===== config.mk =====
export PLATFORM = sky130hd
export DESIGN_NAME = execute_stage
export DESIGN_NICKNAME = d
export VERILOG_FILES = /design/src/rtl/execute_stage_pkg.sv /design/src/rtl/execute_stage_div_iter.sv /design/src/rtl/execute_stage.sv
export SDC_FILE = /design/constraint.sdc
export NUM_CORES = 2
export LEC_CHECK = 0
export ABC_AREA = 1
export BUFFER_PORTS_ARGS = -buffer_cell sky130_fd_sc_hd__buf_4
export CORE_UTILIZATION = 45
export CTS_BUF_LIST = sky130_fd_sc_hd__clkbuf_4 sky130_fd_sc_hd__clkbuf_8 sky130_fd_sc_hd__clkbuf_16
export DETAILED_ROUTE_END_ITERATION = 12
export PLACE_DENSITY_LB_ADDON = 0.1
export SYNTH_ARGS = -nofsm -noshare
export SYNTH_HDL_FRONTEND = slang
export SYNTH_SLANG_ARGS = --single-unit

===== constraint.sdc =====
create_clock -name clk -period 9.7 [get_ports clk]
set_input_delay 0 -clock clk [delete_from_list [all_inputs] [get_ports clk]]
set_output_delay 0 -clock clk [all_outputs]
set_load 0.01 [all_outputs]

===== src/rtl/execute_stage_pkg.sv =====
// Shared widths, alu_op bit indices, the Decode-to-Execute bundle layout
// and the divider state encoding for the Execute stage.
package execute_stage_pkg;

  localparam int DE_BUS_WID     = 155;
  localparam int EM_BUS_WID     = 71;
  localparam int ED_FOR_BUS_WID = 38;
  localparam int ALU_OP_WID     = 19;

  // One-hot alu_op bit positions
  localparam int OP_ADD   = 0;
  localparam int OP_SUB   = 1;
  localparam int OP_SLT   = 2;
  localparam int OP_SLTU  = 3;
  localparam int OP_AND   = 4;
  localparam int OP_NOR   = 5;
  localparam int OP_OR    = 6;
  localparam int OP_XOR   = 7;
  localparam int OP_SLL   = 8;
  localparam int OP_SRL   = 9;
  localparam int OP_SRA   = 10;
  localparam int OP_LUI   = 11;
  localparam int OP_MUL   = 12;
  localparam int OP_MULH  = 13;
  localparam int OP_MULHU = 14;
  localparam int OP_DIV   = 15;
  localparam int OP_MOD   = 16;
  localparam int OP_DIVU  = 17;
  localparam int OP_MODU  = 18;

  // Field order matches DE_BUS from MSB to LSB
  typedef struct packed {
    logic [31:0]           pc;
    logic [ALU_OP_WID-1:0] alu_op;
    logic [31:0]           alu_src1;
    logic [31:0]           alu_src2;
    logic [31:0]           rkd_value;
    logic                  gr_we;
    logic                  mem_we;
    logic [4:0]            dest;
    logic                  res_from_mem;
  } de_bus_t;

  typedef enum logic [1:0] {
    DIV_IDLE,
    DIV_BUSY,
    DIV_DONE
  } div_state_t;

endpackage


===== src/rtl/execute_stage_div_iter.sv =====
// Radix-2 restoring divider working on operand magnitudes. The first
// iteration happens on the start edge, so the result is ready 32 cycles
// after start. DONE is held while the consumer cannot take the result.
module div_iter
  import execute_stage_pkg::*;
(
  input  logic        clk,
  input  logic        rstn,
  input  logic        start,
  input  logic        hold,
  input  logic        signed_op,
  input  logic [31:0] dividend,
  input  logic [31:0] divisor,
  output logic [31:0] quotient,
  output logic [31:0] remainder,
  output logic        done,
  output logic        busy
);

  div_state_t  state, state_next;
  logic [4:0]  count;
  logic [31:0] rem_q, quo_q, divisor_q, dividend_q;
  logic        neg_quo_q, neg_rem_q, div_zero_q;

  logic        dividend_neg, divisor_neg;
  logic [31:0] dividend_mag, divisor_mag;
  logic [31:0] rem_in, quo_in, den;
  logic [32:0] shifted, diff;
  logic [31:0] rem_out, quo_out;

  assign dividend_neg = signed_op && dividend[31];
  assign divisor_neg  = signed_op && divisor[31];
  assign dividend_mag = dividend_neg ? -dividend : dividend;
  assign divisor_mag  = divisor_neg ? -divisor : divisor;

  // One shift-subtract step; from IDLE it starts on the fresh operands
  always_comb begin
    if (state == DIV_IDLE) begin
      rem_in = '0;
      quo_in = dividend_mag;
      den    = divisor_mag;
    end else begin
      rem_in = rem_q;
      quo_in = quo_q;
      den    = divisor_q;
    end
    shifted = {rem_in, quo_in[31]};
    diff    = shifted - {1'b0, den};
    quo_out = {quo_in[30:0], 1'b0};
    rem_out = shifted[31:0];
    if (!diff[32]) begin
      rem_out    = diff[31:0];
      quo_out[0] = 1'b1;
    end
  end

  // State register
  always_ff @(posedge clk) begin
    if (!rstn) state <= DIV_IDLE;
    else       state <= state_next;
  end

  // Next state: 32 iterations, then DONE until the result is taken
  always_comb begin
    state_next = state;
    case (state)
      DIV_IDLE: if (start) state_next = DIV_BUSY;
      DIV_BUSY: if (count == 5'd31) state_next = DIV_DONE;
      DIV_DONE: if (!hold) state_next = DIV_IDLE;
      default:  state_next = DIV_IDLE;
    endcase
  end

  // Partial remainder/quotient, iteration counter and sign bookkeeping
  always_ff @(posedge clk) begin
    if (!rstn) begin
      count      <= '0;
      rem_q      <= '0;
      quo_q      <= '0;
      divisor_q  <= '0;
      dividend_q <= '0;
      neg_quo_q  <= 1'b0;
      neg_rem_q  <= 1'b0;
      div_zero_q <= 1'b0;
    end else if (state == DIV_IDLE) begin
      if (start) begin
        rem_q      <= rem_out;
        quo_q      <= quo_out;
        divisor_q  <= divisor_mag;
        dividend_q <= dividend;
        neg_quo_q  <= dividend_neg ^ divisor_neg;
        neg_rem_q  <= dividend_neg;
        div_zero_q <= (divisor == 32'd0);
        count      <= 5'd1;
      end
    end else if (state == DIV_BUSY) begin
      rem_q <= rem_out;
      quo_q <= quo_out;
      count <= count + 5'd1;
    end
  end

  assign quotient  = div_zero_q ? 32'hFFFF_FFFF : (neg_quo_q ? -quo_q : quo_q);
  assign remainder = div_zero_q ? dividend_q : (neg_rem_q ? -rem_q : rem_q);
  assign done      = (state == DIV_DONE);
  assign busy      = (state == DIV_BUSY);

endmodule


===== src/rtl/execute_stage.sv =====
// Execute stage: latches the Decode bundle, computes ALU/multiply results
// in one cycle and divides iteratively, issues the data SRAM request,
// forwards to Decode and hands the result to Memory.
module execute_stage
  import execute_stage_pkg::*;
(
  input  logic                      clk,
  input  logic                      rstn,
  input  logic                      DE_valid,
  input  logic [DE_BUS_WID-1:0]     DE_BUS,
  output logic                      E_allowin,
  input  logic                      M_allowin,
  output logic                      EM_valid,
  output logic [EM_BUS_WID-1:0]     EM_BUS,
  output logic [ED_FOR_BUS_WID-1:0] ED_for_BUS,
  output logic                      data_sram_en,
  output logic [3:0]                data_sram_we,
  output logic [31:0]               data_sram_addr,
  output logic [31:0]               data_sram_wdata
);

  de_bus_t     de_q;
  logic        e_valid, e_ready_go, div_first;
  logic        is_div, div_start, div_done, div_busy, div_signed;
  logic [31:0] quotient, remainder, alu_result, src1, src2;
  logic [63:0] mul_a, mul_b, mul_prod;
  logic        not_ready_e;
  logic [4:0]  dest_e;

  assign src1       = de_q.alu_src1;
  assign src2       = de_q.alu_src2;
  assign is_div     = |de_q.alu_op[OP_MODU:OP_DIV];
  assign div_signed = de_q.alu_op[OP_DIV] | de_q.alu_op[OP_MOD];
  assign e_ready_go = !is_div || div_done;
  assign E_allowin  = !e_valid || (e_ready_go && M_allowin);
  assign EM_valid   = e_valid && e_ready_go;
  assign div_start  = e_valid && is_div && div_first;

  // Pipeline register; div_first marks the first occupancy cycle of a divide
  always_ff @(posedge clk) begin
    if (!rstn) begin
      e_valid   <= 1'b0;
      de_q      <= '0;
      div_first <= 1'b0;
    end else begin
      if (E_allowin) e_valid <= DE_valid;
      if (DE_valid && E_allowin) begin
        de_q      <= de_bus_t'(DE_BUS);
        div_first <= 1'b1;
      end else if (div_start) begin
        div_first <= 1'b0;
      end
    end
  end

  div_iter u_div_iter (
    .clk       (clk),
    .rstn      (rstn),
    .start     (div_start),
    .hold      (!M_allowin),
    .signed_op (div_signed),
    .dividend  (src1),
    .divisor   (src2),
    .quotient  (quotient),
    .remainder (remainder),
    .done      (div_done),
    .busy      (div_busy)
  );

  // Only mulh treats operands as signed; the low word is sign-agnostic
  assign mul_a    = {{32{de_q.alu_op[OP_MULH] & src1[31]}}, src1};
  assign mul_b    = {{32{de_q.alu_op[OP_MULH] & src2[31]}}, src2};
  assign mul_prod = mul_a * mul_b;

  // Result select over the one-hot operation
  always_comb begin
    alu_result = '0;
    if (de_q.alu_op[OP_ADD])        alu_result = src1 + src2;
    else if (de_q.alu_op[OP_SUB])   alu_result = src1 - src2;
    else if (de_q.alu_op[OP_SLT])   alu_result = {31'b0, $signed(src1) < $signed(src2)};
    else if (de_q.alu_op[OP_SLTU])  alu_result = {31'b0, src1 < src2};
    else if (de_q.alu_op[OP_AND])   alu_result = src1 & src2;
    else if (de_q.alu_op[OP_NOR])   alu_result = ~(src1 | src2);
    else if (de_q.alu_op[OP_OR])    alu_result = src1 | src2;
    else if (de_q.alu_op[OP_XOR])   alu_result = src1 ^ src2;
    else if (de_q.alu_op[OP_SLL])   alu_result = src1 << src2[4:0];
    else if (de_q.alu_op[OP_SRL])   alu_result = src1 >> src2[4:0];
    else if (de_q.alu_op[OP_SRA])   alu_result = $unsigned($signed(src1) >>> src2[4:0]);
    else if (de_q.alu_op[OP_LUI])   alu_result = src2;
    else if (de_q.alu_op[OP_MUL])   alu_result = mul_prod[31:0];
    else if (de_q.alu_op[OP_MULH] || de_q.alu_op[OP_MULHU]) alu_result = mul_prod[63:32];
    else if (de_q.alu_op[OP_DIV] || de_q.alu_op[OP_DIVU])   alu_result = quotient;
    else if (de_q.alu_op[OP_MOD] || de_q.alu_op[OP_MODU])   alu_result = remainder;
  end

  // A divide is unfinished while in its start cycle or iterating; this
  // is the same as "not done" for every reachable divider state.
  assign not_ready_e = e_valid && (de_q.res_from_mem || (is_div && (div_first || div_busy)));
  assign dest_e      = (e_valid && de_q.gr_we) ? de_q.dest : 5'd0;
  assign ED_for_BUS  = {not_ready_e, dest_e, alu_result};

  assign EM_BUS = {de_q.pc, de_q.gr_we, de_q.dest, de_q.res_from_mem, alu_result};

  assign data_sram_en    = e_valid && (de_q.res_from_mem || de_q.mem_we) && M_allowin;
  assign data_sram_we    = {4{e_valid && de_q.mem_we && M_allowin}};
  assign data_sram_addr  = alu_result;
  assign data_sram_wdata = de_q.rkd_value;

endmodule


==> metrics.txt <==
status finished, final reports clean; CORE AREA roughly 0.15 mm2; residual DRC count 0; Post-Syn Instances a little under 10000; peak supply drop 164 uV; HP Class input port to register; Cell Area, Synth between 0.06 and 0.07 mm2; Overflow after GRT 0; Final ANT Viol Nets 0; layout cells sized above 1 0.101; Syn-to-layout area delta 13.3%; sink of the worst hold path de_q[113]; fmax 0.105 GHz; Tmin final around 9500 ps; critical path's top delay family adder cells; vias in the first global route approximately 68000; DRT iter0 DRCs 7255; required time of the critical path about 9700 ps; RD Place Congestion between 1 and 1.5; crit path capture type output port; TritonCTS clock tree yes; Final Cycle Share 0.979; Power Total 15.6 mW; Starting Density 0.454; max incr delay on CP around 590 ps; Post-synth top flop dfxtp_1; Util after Layout 0.514; Max Slew Vio Count 0; Max-cap violations 0; GRT Total Usage 0.418; syn_nets ~12000; final wirelength between 300000 and 400000 um; die extent in x ~390 um; CTS H-Tree Depth 2; most common cell after layout, fill and taps aside nand2_1; PortBufs between 300 and 400; die area around 0.15 mm2; Num CTS Buffers 42; post-synthesis mux area share 0.00162; sequential fraction of the synthesis area 0.0866; Hold Vio Cnt, Final 0; CP Launch Type register; worst skew pair latency between 600 and 700 ps; largest family of logic cells by synthesized area adder cells; Via Count roughly 68000; fin area around 0.077 mm2; CP Max Fanout 37; Worst R2R Setup Slack between 2000 and 3000 ps; Crit Path Class register to output port; simple-gate area share of the yosys netlist 0.206; Via-to-Cell Ratio 5.59; CP max stage cell fa_1; xor and xnor area share after synthesis 0.0169; Unique masters post-synth 63; WHS 35.0 ps; Synth Area per Inst about 6.9 um2; total negative slack 0 ps; Worst Skew roughly 73 ps; nets@finish roughly 12000; WP data arrival ~9500 ps; power per cell area between 200 and 250 mW/mm2; hold-critical path depth 3; CP dominant cell by count nand2_1; Placed Area between 0.07 and 0.08 mm2; first-pass GRT wire length 463000 um; RR Endpoint u_div_iter.rem_q[9]; most frequent cells in the layout nand2_1, inv_1, fa_1; Core Rows between 100 and 150; Setup-failing EPs final 0; Worst-path clk slew approximately 60 ps; Pre-Repair DR Iteration Count 7; measured slew at the worst slew-check pin ~1200 ps; Clock Root Buffer clkbuf_16; Hold Crit Start DE_BUS[113]; Adder-Cell Fraction of Synth Area 0.395; Longest Clk Path Bufs 3; synthesized flop and latch total roughly 300; largest net degree at the start of global routing between 150 and 200; die height between 300 and 400 um; I/O pin total 339; CTS sink cnt 295; FF-to-FF Start src2[0]; Routed WL per cell about 26 um; leakage between 40 and 50 nW; asr flop ratio synth 0; FF-to-FF path depth 27; Critical path buffers and inverters 7; initial antenna violation count 22; EDFF count, synth 0; post-DP HPWL between 200000 and 300000 um; post-synthesis compound-gate area fraction 0.130; Worst slew margin 0.176; Warnings, synthesis 0
==> worst min-delay path: stages <==
cell     delay [ps]
buf_4            80
o21ai_0         320
a21oi_1         220
==> cell usage after synthesis (22+ instances only) <==
| master | n | share of area |
|---|---|---|
| nand2_1 | 2431 | 0.13 |
| inv_1 | 2091 | 0.12 |
| fa_1 | 1128 | 0.33 |
| a21oi_1 | 723 | 0.053 |
| nor2_1 | 695 | 0.038 |
| o21ai_0 | 626 | 0.046 |
| clkbuf_1 | 374 | 0.021 |
| ha_1 | 347 | 0.064 |
| dfxtp_1 | 295 | 0.087 |
| nand3_1 | 260 | 0.019 |
| buf_4 | 145 | 0.016 |
| buf_1 | 115 | 0.0063 |
| xor2_1 | 98 | 0.013 |
| o21ai_1 | 91 | 0.0067 |
| o211ai_1 | 62 | 0.0068 |
| buf_2 | 45 | 0.0033 |
| nand4_1 | 42 | 0.0039 |
| nor3_1 | 39 | 0.0029 |
| xnor2_1 | 32 | 0.0041 |
| inv_2 | 26 | 0.0014 |
| a31oi_1 | 23 | 0.0021 |
| o21bai_1 | 22 | 0.0024 |
==> timing repair <==
action	4_1_cts	5_1_grt
hold buffers	209	1
endpoints found under the hold margin	151	1
resized for setup	31	217
gates cloned	0	2
pin swaps	0	6
buffers inserted	2	24
setup endpoints to repair	93	96
==> report_power, final <==
part           total [mW]  leakage (nW)  switching (mW)  internal (mW)
clock network        1.68         0.724           0.707          0.968
registers            1.49          2.45           0.180           1.31
logic                12.4          37.4            8.41           4.02
total                15.6          40.6            9.30           6.30
==> routing by layer <==
metal,vias up,wire length (um),GRT usage
met5,-,97,0
met4,16,26500,0.289
met3,809,29800,0.0851
met2,3590,142000,0.644
met1,33672,123000,0.525
li1,30174,-,-
==> cell type report <==
class / count / area, um2
Fill cell: 15240 / 72900
Multi-Input combinational cell: 6803 / 51600
Inverter: 2127 / 8020
Timing Repair Buffer: 868 / 7560
Sequential cell: 295 / 6060
Tap cell: 2016 / 2520
Clock buffer: 62 / 1270
Clock inverter: 13 / 170
Antenna cell: 18 / 45.0
==> flip-flops by register name, indices dropped and copies added, names as in the netlist <==
| signal | count |
|---|---|
| src2 | 32 |
| div_first | 1 |
| u_div_iter.dividend_q | 32 |
| u_div_iter.divisor_q | 32 |
| data_sram_wdata | 32 |
| u_div_iter.state | 2 |
| EM_BUS | 39 |
| u_div_iter.count | 5 |
| u_div_iter.neg_rem_q | 1 |
| src1 | 32 |
| u_div_iter.quo_q | 32 |
| u_div_iter.rem_q | 32 |
| u_div_iter.div_zero_q | 1 |
| de_q | 20 |
| u_div_iter.neg_quo_q | 1 |
| e_valid | 1 |
==> worst max path at each step <==
| stage | from | end | depth (start not counted) |
|---|---|---|---|
| 2_1_floorplan | src2[1] | EM_BUS[28] | 40 |
| 3_3_place_gp | src2[18] | EM_BUS[7] | 36 |
| 3_5_place_dp | src2[18] | EM_BUS[7] | 36 |
| 4_1_cts | src2[15] | data_sram_addr[6] | 36 |
| 5_1_grt | src1[21] | EM_BUS[20] | 40 |
| 6_report | src2[31] | data_sram_addr[20] | 38 |
==> stage by stage <==
| step | std cells | setup slack (ps) |
|---|---|---|
| finish | 12202 | 206 |
| global route | 12188 | -21.1 |
| CTS | 12157 | 3.41 |
| detailed placement | 11871 | 32.5 |
| global placement | 11871 | -52.7 |
| floorplan | 9908 | 1360 |
==> cell families (layout without fill, tap and decap cells) <==
group                    after synthesis  after routing
other                                  0             18
flip-flops                           295            295
buffers and inverters               2810           3070
multiplexers                          11             11
adder cells (fa/ha/maj)             1475           1475
AND/OR/NAND/NOR                     3534           3534
AO/OA/AOI/OAI                       1652           1652
XOR/XNOR                             131            131
No activity file was read; power rests on OpenSTA's default activity.
